--- config.mk ---
export PLATFORM = sky130hd
export DESIGN_NAME = id_ex_reg_flat
export DESIGN_NICKNAME = d
export VERILOG_FILES = /design/src/rtl/id_ex_reg_if.sv /design/src/rtl/id_ex_reg.sv /design/src/flat_wrapper.sv
export SDC_FILE = /design/constraint.sdc
export NUM_CORES = 1
export LEC_CHECK = 0
export BUFFER_PORTS_ARGS = -buffer_cell sky130_fd_sc_hd__buf_2
export CAP_MARGIN = 20
export CORE_UTILIZATION = 54
export CTS_BUF_LIST = sky130_fd_sc_hd__clkbuf_16
export DETAILED_ROUTE_END_ITERATION = 16
export HOLD_SLACK_MARGIN = 0.05
export PLACE_DENSITY_LB_ADDON = 0.1
export SYNTH_ARGS = -nofsm -noshare
export SYNTH_HDL_FRONTEND = slang
export SYNTH_SLANG_ARGS = --single-unit
--- constraint.sdc ---
create_clock -name clk -period 5.65 [get_ports clk]
set_clock_uncertainty 0.1 [all_clocks]
set_input_delay 0.2825 -clock clk [delete_from_list [all_inputs] [get_ports clk]]
set_output_delay 0.2825 -clock clk [all_outputs]
set_load 0.01 [all_outputs]
--- src/rtl/id_ex_reg_if.sv ---
// ID/EX pipeline-register bundle: ID-side operands in, EX-side copies out.
// The master drives the ID side; the slave is the register itself.
interface id_ex_reg_if #(
    parameter int XLEN = 32,
    parameter int RA_W = 5
);
    logic            id_valid;
    logic [9:0]      id_ctrl;
    logic [1:0]      id_aluop;
    logic [XLEN-1:0] id_pc;
    logic [XLEN-1:0] id_rs1_data;
    logic [XLEN-1:0] id_rs2_data;
    logic [XLEN-1:0] id_imm;
    logic [RA_W-1:0] id_rs1;
    logic [RA_W-1:0] id_rs2;
    logic [RA_W-1:0] id_rd;
    logic [3:0]      id_funct;
    logic            flush;

    logic            ex_valid;
    logic [9:0]      ex_ctrl;
    logic [1:0]      ex_aluop;
    logic [XLEN-1:0] ex_pc;
    logic [XLEN-1:0] ex_rs1_data;
    logic [XLEN-1:0] ex_rs2_data;
    logic [XLEN-1:0] ex_imm;
    logic [RA_W-1:0] ex_rs1;
    logic [RA_W-1:0] ex_rs2;
    logic [RA_W-1:0] ex_rd;
    logic [3:0]      ex_funct;
    logic            stall_out;
    logic            halted;

    modport master (
        output id_valid, id_ctrl, id_aluop, id_pc, id_rs1_data,
        output id_rs2_data, id_imm, id_rs1, id_rs2, id_rd, id_funct, flush,
        input  ex_valid, ex_ctrl, ex_aluop, ex_pc, ex_rs1_data,
        input  ex_rs2_data, ex_imm, ex_rs1, ex_rs2, ex_rd, ex_funct,
        input  stall_out, halted
    );

    modport slave (
        input  id_valid, id_ctrl, id_aluop, id_pc, id_rs1_data,
        input  id_rs2_data, id_imm, id_rs1, id_rs2, id_rd, id_funct, flush,
        output ex_valid, ex_ctrl, ex_aluop, ex_pc, ex_rs1_data,
        output ex_rs2_data, ex_imm, ex_rs1, ex_rs2, ex_rd, ex_funct,
        output stall_out, halted
    );
endinterface

--- src/rtl/id_ex_reg.sv ---
// ID/EX pipeline register with load-use stall detection and flush.
// Define HALT_LATCH_EN for a sticky halt on a loaded EXIT instruction.
module id_ex_reg #(
    parameter int XLEN = 32,
    parameter int RA_W = 5
) (
    input logic         clk,
    input logic         rst,
    id_ex_reg_if.slave  bus
);
    logic            valid_q, valid_d;
    logic [9:0]      ctrl_q, ctrl_d;
    logic [1:0]      aluop_q, aluop_d;
    logic [XLEN-1:0] pc_q, pc_d;
    logic [XLEN-1:0] rs1_data_q, rs1_data_d;
    logic [XLEN-1:0] rs2_data_q, rs2_data_d;
    logic [XLEN-1:0] imm_q, imm_d;
    logic [RA_W-1:0] rs1_q, rs1_d;
    logic [RA_W-1:0] rs2_q, rs2_d;
    logic [RA_W-1:0] rd_q, rd_d;
    logic [3:0]      funct_q, funct_d;
    logic            halted_q, halted_d;
    logic            stall;
    logic            load;

    // rs2 is compared for every instruction type; a spurious stall is safe
    assign stall = bus.id_valid & valid_q & ctrl_q[8]
                 & (rd_q != '0)
                 & ((rd_q == bus.id_rs1) | (rd_q == bus.id_rs2))
                 & ~bus.flush & ~halted_q;

    assign load = bus.id_valid & ~halted_q & ~bus.flush & ~stall;

    always_comb begin
        valid_d    = 1'b0;
        ctrl_d     = '0;
        aluop_d    = '0;
        rd_d       = '0;
        pc_d       = pc_q;
        rs1_data_d = rs1_data_q;
        rs2_data_d = rs2_data_q;
        imm_d      = imm_q;
        rs1_d      = rs1_q;
        rs2_d      = rs2_q;
        funct_d    = funct_q;
        if (load) begin
            valid_d    = 1'b1;
            ctrl_d     = bus.id_ctrl;
            aluop_d    = bus.id_aluop;
            rd_d       = bus.id_rd;
            pc_d       = bus.id_pc;
            rs1_data_d = bus.id_rs1_data;
            rs2_data_d = bus.id_rs2_data;
            imm_d      = bus.id_imm;
            rs1_d      = bus.id_rs1;
            rs2_d      = bus.id_rs2;
            funct_d    = bus.id_funct;
        end
`ifdef HALT_LATCH_EN
        halted_d = halted_q | (load & bus.id_ctrl[0]);
`else
        halted_d = 1'b0;
`endif
    end

    always_ff @(posedge clk) begin
        if (!rst) begin
            valid_q    <= 1'b0;
            ctrl_q     <= '0;
            aluop_q    <= '0;
            pc_q       <= '0;
            rs1_data_q <= '0;
            rs2_data_q <= '0;
            imm_q      <= '0;
            rs1_q      <= '0;
            rs2_q      <= '0;
            rd_q       <= '0;
            funct_q    <= '0;
            halted_q   <= 1'b0;
        end else begin
            valid_q    <= valid_d;
            ctrl_q     <= ctrl_d;
            aluop_q    <= aluop_d;
            pc_q       <= pc_d;
            rs1_data_q <= rs1_data_d;
            rs2_data_q <= rs2_data_d;
            imm_q      <= imm_d;
            rs1_q      <= rs1_d;
            rs2_q      <= rs2_d;
            rd_q       <= rd_d;
            funct_q    <= funct_d;
            halted_q   <= halted_d;
        end
    end

    assign bus.ex_valid    = valid_q;
    assign bus.ex_ctrl     = ctrl_q;
    assign bus.ex_aluop    = aluop_q;
    assign bus.ex_pc       = pc_q;
    assign bus.ex_rs1_data = rs1_data_q;
    assign bus.ex_rs2_data = rs2_data_q;
    assign bus.ex_imm      = imm_q;
    assign bus.ex_rs1      = rs1_q;
    assign bus.ex_rs2      = rs2_q;
    assign bus.ex_rd       = rd_q;
    assign bus.ex_funct    = funct_q;
    assign bus.stall_out   = stall;
    assign bus.halted      = halted_q;
endmodule

--- src/flat_wrapper.sv ---
// flat-port wrapper written by rule: the top's interface ports become plain ports
module id_ex_reg_flat 
#(
    parameter int XLEN = 32,
    parameter int RA_W = 5
)
  (clk, rst, bus_id_valid, bus_id_ctrl, bus_id_aluop, bus_id_pc, bus_id_rs1_data, bus_id_rs2_data, bus_id_imm, bus_id_rs1, bus_id_rs2, bus_id_rd, bus_id_funct, bus_flush, bus_ex_valid, bus_ex_ctrl, bus_ex_aluop, bus_ex_pc, bus_ex_rs1_data, bus_ex_rs2_data, bus_ex_imm, bus_ex_rs1, bus_ex_rs2, bus_ex_rd, bus_ex_funct, bus_stall_out, bus_halted);
  id_ex_reg_if #(.XLEN(XLEN), .RA_W(RA_W)) bus_i ();
  input logic clk;
  input logic rst;
  input wire logic [$bits(bus_i.id_valid)-1:0] bus_id_valid;
  input wire logic [$bits(bus_i.id_ctrl)-1:0] bus_id_ctrl;
  input wire logic [$bits(bus_i.id_aluop)-1:0] bus_id_aluop;
  input wire logic [$bits(bus_i.id_pc)-1:0] bus_id_pc;
  input wire logic [$bits(bus_i.id_rs1_data)-1:0] bus_id_rs1_data;
  input wire logic [$bits(bus_i.id_rs2_data)-1:0] bus_id_rs2_data;
  input wire logic [$bits(bus_i.id_imm)-1:0] bus_id_imm;
  input wire logic [$bits(bus_i.id_rs1)-1:0] bus_id_rs1;
  input wire logic [$bits(bus_i.id_rs2)-1:0] bus_id_rs2;
  input wire logic [$bits(bus_i.id_rd)-1:0] bus_id_rd;
  input wire logic [$bits(bus_i.id_funct)-1:0] bus_id_funct;
  input wire logic [$bits(bus_i.flush)-1:0] bus_flush;
  output wire logic [$bits(bus_i.ex_valid)-1:0] bus_ex_valid;
  output wire logic [$bits(bus_i.ex_ctrl)-1:0] bus_ex_ctrl;
  output wire logic [$bits(bus_i.ex_aluop)-1:0] bus_ex_aluop;
  output wire logic [$bits(bus_i.ex_pc)-1:0] bus_ex_pc;
  output wire logic [$bits(bus_i.ex_rs1_data)-1:0] bus_ex_rs1_data;
  output wire logic [$bits(bus_i.ex_rs2_data)-1:0] bus_ex_rs2_data;
  output wire logic [$bits(bus_i.ex_imm)-1:0] bus_ex_imm;
  output wire logic [$bits(bus_i.ex_rs1)-1:0] bus_ex_rs1;
  output wire logic [$bits(bus_i.ex_rs2)-1:0] bus_ex_rs2;
  output wire logic [$bits(bus_i.ex_rd)-1:0] bus_ex_rd;
  output wire logic [$bits(bus_i.ex_funct)-1:0] bus_ex_funct;
  output wire logic [$bits(bus_i.stall_out)-1:0] bus_stall_out;
  output wire logic [$bits(bus_i.halted)-1:0] bus_halted;
  assign bus_i.id_valid = bus_id_valid;
  assign bus_i.id_ctrl = bus_id_ctrl;
  assign bus_i.id_aluop = bus_id_aluop;
  assign bus_i.id_pc = bus_id_pc;
  assign bus_i.id_rs1_data = bus_id_rs1_data;
  assign bus_i.id_rs2_data = bus_id_rs2_data;
  assign bus_i.id_imm = bus_id_imm;
  assign bus_i.id_rs1 = bus_id_rs1;
  assign bus_i.id_rs2 = bus_id_rs2;
  assign bus_i.id_rd = bus_id_rd;
  assign bus_i.id_funct = bus_id_funct;
  assign bus_i.flush = bus_flush;
  assign bus_ex_valid = bus_i.ex_valid;
  assign bus_ex_ctrl = bus_i.ex_ctrl;
  assign bus_ex_aluop = bus_i.ex_aluop;
  assign bus_ex_pc = bus_i.ex_pc;
  assign bus_ex_rs1_data = bus_i.ex_rs1_data;
  assign bus_ex_rs2_data = bus_i.ex_rs2_data;
  assign bus_ex_imm = bus_i.ex_imm;
  assign bus_ex_rs1 = bus_i.ex_rs1;
  assign bus_ex_rs2 = bus_i.ex_rs2;
  assign bus_ex_rd = bus_i.ex_rd;
  assign bus_ex_funct = bus_i.ex_funct;
  assign bus_stall_out = bus_i.stall_out;
  assign bus_halted = bus_i.halted;
  id_ex_reg #(.XLEN(XLEN), .RA_W(RA_W)) u_core (.clk(clk), .rst(rst), .bus(bus_i));
endmodule
==> results.sh <==
export IMPL_setup_ws_ps=2740
export IMPL_hold_violations=0
export IMPL_cts_buffers_inserted=17
export IMPL_yosys_cell_types_count=21
export IMPL_grt_max_degree=256
export IMPL_area_delta_synth_final_pct=37.3
export IMPL_yosys_top_cells_area="dfxtp_1, a41oi_1, o311ai_0"
export IMPL_outcome="finished, final reports clean"
export IMPL_routed_top_layer="met4"
export IMPL_path_buf_inv=2
export IMPL_grt_pass1_vias=8775
export IMPL_place_congestion=0.822
export IMPL_finalSetupTns_ps=0
export IMPL_slew_viol_final=0
export IMPL_cts_root_buf="clkbuf_16"
export IMPL_ys_ff_latch=160
export IMPL_maxCapViolations=0
export IMPL_fillCellCount=1108
export IMPL_required_ps=5270
export IMPL_intPower_mw=2.13
export IMPL_io_pins=325
export IMPL_ys_seq_area_share_pct=36.9
export IMPL_die_height_um=129
export IMPL_tritoncts="done"
export IMPL_cpLargestDelayFamily="buffers and inverters"
export IMPL_crit_arrival_ps=2530
export IMPL_clockBufferDepth=2
export IMPL_critPathCaptureType="output pin"
export IMPL_seq_area_um2=3200
export IMPL_rsz0062_at_grt="no"
export IMPL_pre_cts_ws_ps=2920
export IMPL_slew_headroom_pct=33.8
export IMPL_worst_slew_pin_slew_ps=993
export IMPL_drt_pass1_iterations=7
export IMPL_yosysTopAreaCell="dfxtp_1"
export IMPL_fin_area_um2=11900
export IMPL_combPwrFrac_pct=19.7
export IMPL_slowest_stage="buf_4"
export IMPL_grt_pass1_wl_um=42800
export IMPL_ys_warn_count=0
export IMPL_setup_viol=0
export IMPL_synth_nets=1230
export IMPL_vias=10100
export IMPL_grtUsageTotal_pct=31.8
export IMPL_htree_levels=4
export IMPL_wl_per_cell_um=16.7
export IMPL_fmax_mhz=343
export IMPL_critPathMaxStageDelay_ps=740
export IMPL_pwr_share_clk_pct=37.8
export IMPL_clk_latency_ps=420
export IMPL_wl_met3_um=1890
export IMPL_num_rows=45
export IMPL_rrSetupSlack_ps=3030
export IMPL_place_hpwl_um=15100
export IMPL_finalPower_mw=2.98
export IMPL_cp_max_fo=97
export IMPL_ant_nets=0
export IMPL_clk_pin_slew_ps=60
export IMPL_drive_above_1_share_pct=25.9
export IMPL_fin_nets=1562
export IMPL_swShare_pct=28.7
export IMPL_utilization_pct=77.3
export IMPL_syn_cell_area_um2=8680
export IMPL_final_common_cell="buf_2"
export IMPL_multi_input_area_um2=4730
export IMPL_core_um2=15400
export IMPL_wl_met1_um=11400
export IMPL_p_leak_nw=4.77
export IMPL_seqPwrFrac_pct=42.4
export IMPL_io_buffer_count=323
export IMPL_crit_chain="or4_4 > o2111ai_4 > buf_4 > nor2_1 > buf_2"
export IMPL_crit_type="reg2out"
export IMPL_fp_dieArea_um2=16600
export IMPL_first_iter_violations=938
export IMPL_layout_common_cells="buf_2, dfxtp_1, nor2_1"
export IMPL_switching_power_mw=0.857
export IMPL_synth_area_per_cell_um2=8.14
export IMPL_die_w_um=129
export IMPL_min_period_ps=2910
export IMPL_cp_start_kind="flip-flop"
export IMPL_synth_top_cell_area_share_pct=36.9
export IMPL_finalCritPeriodShare_pct=51.6
export IMPL_drc=0
export IMPL_hold_path_class="in2reg"
export IMPL_overflow=0
export IMPL_postPlaceCellArea_um2=9950
export IMPL_netlist_instances=1067
export IMPL_drt_total_wl_um=27200
export IMPL_power_density_nw_per_um2=250
export IMPL_initial_core_util_pct=56.3
export IMPL_vias_per_cell=6.19
export IMPL_wl_met2_um=12800
export IMPL_vdd_ir_drop_max_v=0.000205
export IMPL_clkSinkCount=160
export IMPL_antenna_found_initial=2
-- Yosys cell counts --
library cell	instances
nor2_1	145
conb_1	1
a41oi_1	142
nor3_1	2
buf_2	29
buf_1	1
or4_4	1
a22oi_2	1
o211a_1	1
nand2_1	142
and2_1	17
dfxtp_1	160
o311ai_1	16
buf_4	8
xor2_1	10
nand4_1	142
clkbuf_1	109
nor2b_1	1
o311ai_0	126
o2111ai_4	1
buf_6	12
-- tightest hold or removal path, cell delays in order --
cell	delay, ps
buf_2	90
nand4_1	60
o311ai_0	110
-- routing by layer --
metal	track usage, %	vias up
met2	50.9	379
li1	-	4934
met5	0	-
met4	16.3	0
met1	39.3	4662
met3	8.44	78
-- cell families (layout without fill, tap and decap cells) --
group,count (synthesis),count (layout),share of synthesized area (%)
xor gates and xnor gates,10,10,1.01
buffers and inverters,159,503,8.67
AOI/OAI and AO/OA,287,287,29.2
and+or+nand+nor,450,450,24.2
other,1,4,0.0432
DFF,160,160,36.9
-- cell type report --
cell class	count	share of cell area, %
Clock inverter	14	1.21
Sequential cell	160	26.9
Timing Repair Buffer	472	26.4
Clock buffer	17	3.57
Multi-Input combinational cell	748	39.7
Tap cell	211	2.21
Antenna cell	3	0.0630
-- per-stage QoR --
| stage | instances | hold WS (ps) |
|---|---|---|
| after floorplan | 1067 | 304 |
| after global placement | 1451 | 381 |
| after detailed placement | 1451 | 387 |
| after CTS | 1622 | 51.5 |
| after global routing | 1624 | 70.1 |
| final | 1625 | 49.0 |
-- power by group through the flow --
stage	sequential (mW)	clock, mW	combinational, mW
after floorplan	1.33	0	0.250
after global placement	1.29	0	0.491
after detailed placement	1.29	0	0.498
after CTS	1.26	1.14	0.576
after global routing	1.28	1.19	0.647
final	1.27	1.13	0.590
-- registers in the layout, indices dropped and copies added (netlist names) --
register                flops
u_core.bus.ex_funct         4
u_core.bus.ex_rs1           5
u_core.bus.ex_rs2_data     32
u_core.bus.ex_ctrl         10
u_core.bus.ex_aluop         2
u_core.bus.ex_rs2           5
u_core.bus.ex_imm          32
u_core.bus.ex_rs1_data     32
u_core.bus.ex_pc           32
u_core.bus.ex_rd            5
u_core.bus.ex_valid         1
-- final timing paths --
| path | start | to | depth (start not counted) |
|---|---|---|---|
| max reg2reg | u_core.bus.ex_rd[4] | u_core.bus.ex_rd[2] | 6 |
| min | bus_id_rs1_data[0] | u_core.bus.ex_rs1_data[0] | 3 |
| max | u_core.bus.ex_rd[1] | bus_stall_out | 5 |
| min reg2reg | u_core.bus.ex_imm[27] | u_core.bus.ex_imm[27] | 2 |
-- what timing repair did --
action | in CTS | in global routing
setup buffers | 0 | 0
resized for setup | 0 | 0
hold endpoints to repair | 140 | 0
hold buffers | 140 | 0
No activity file was read; power rests on OpenSTA's default activity.
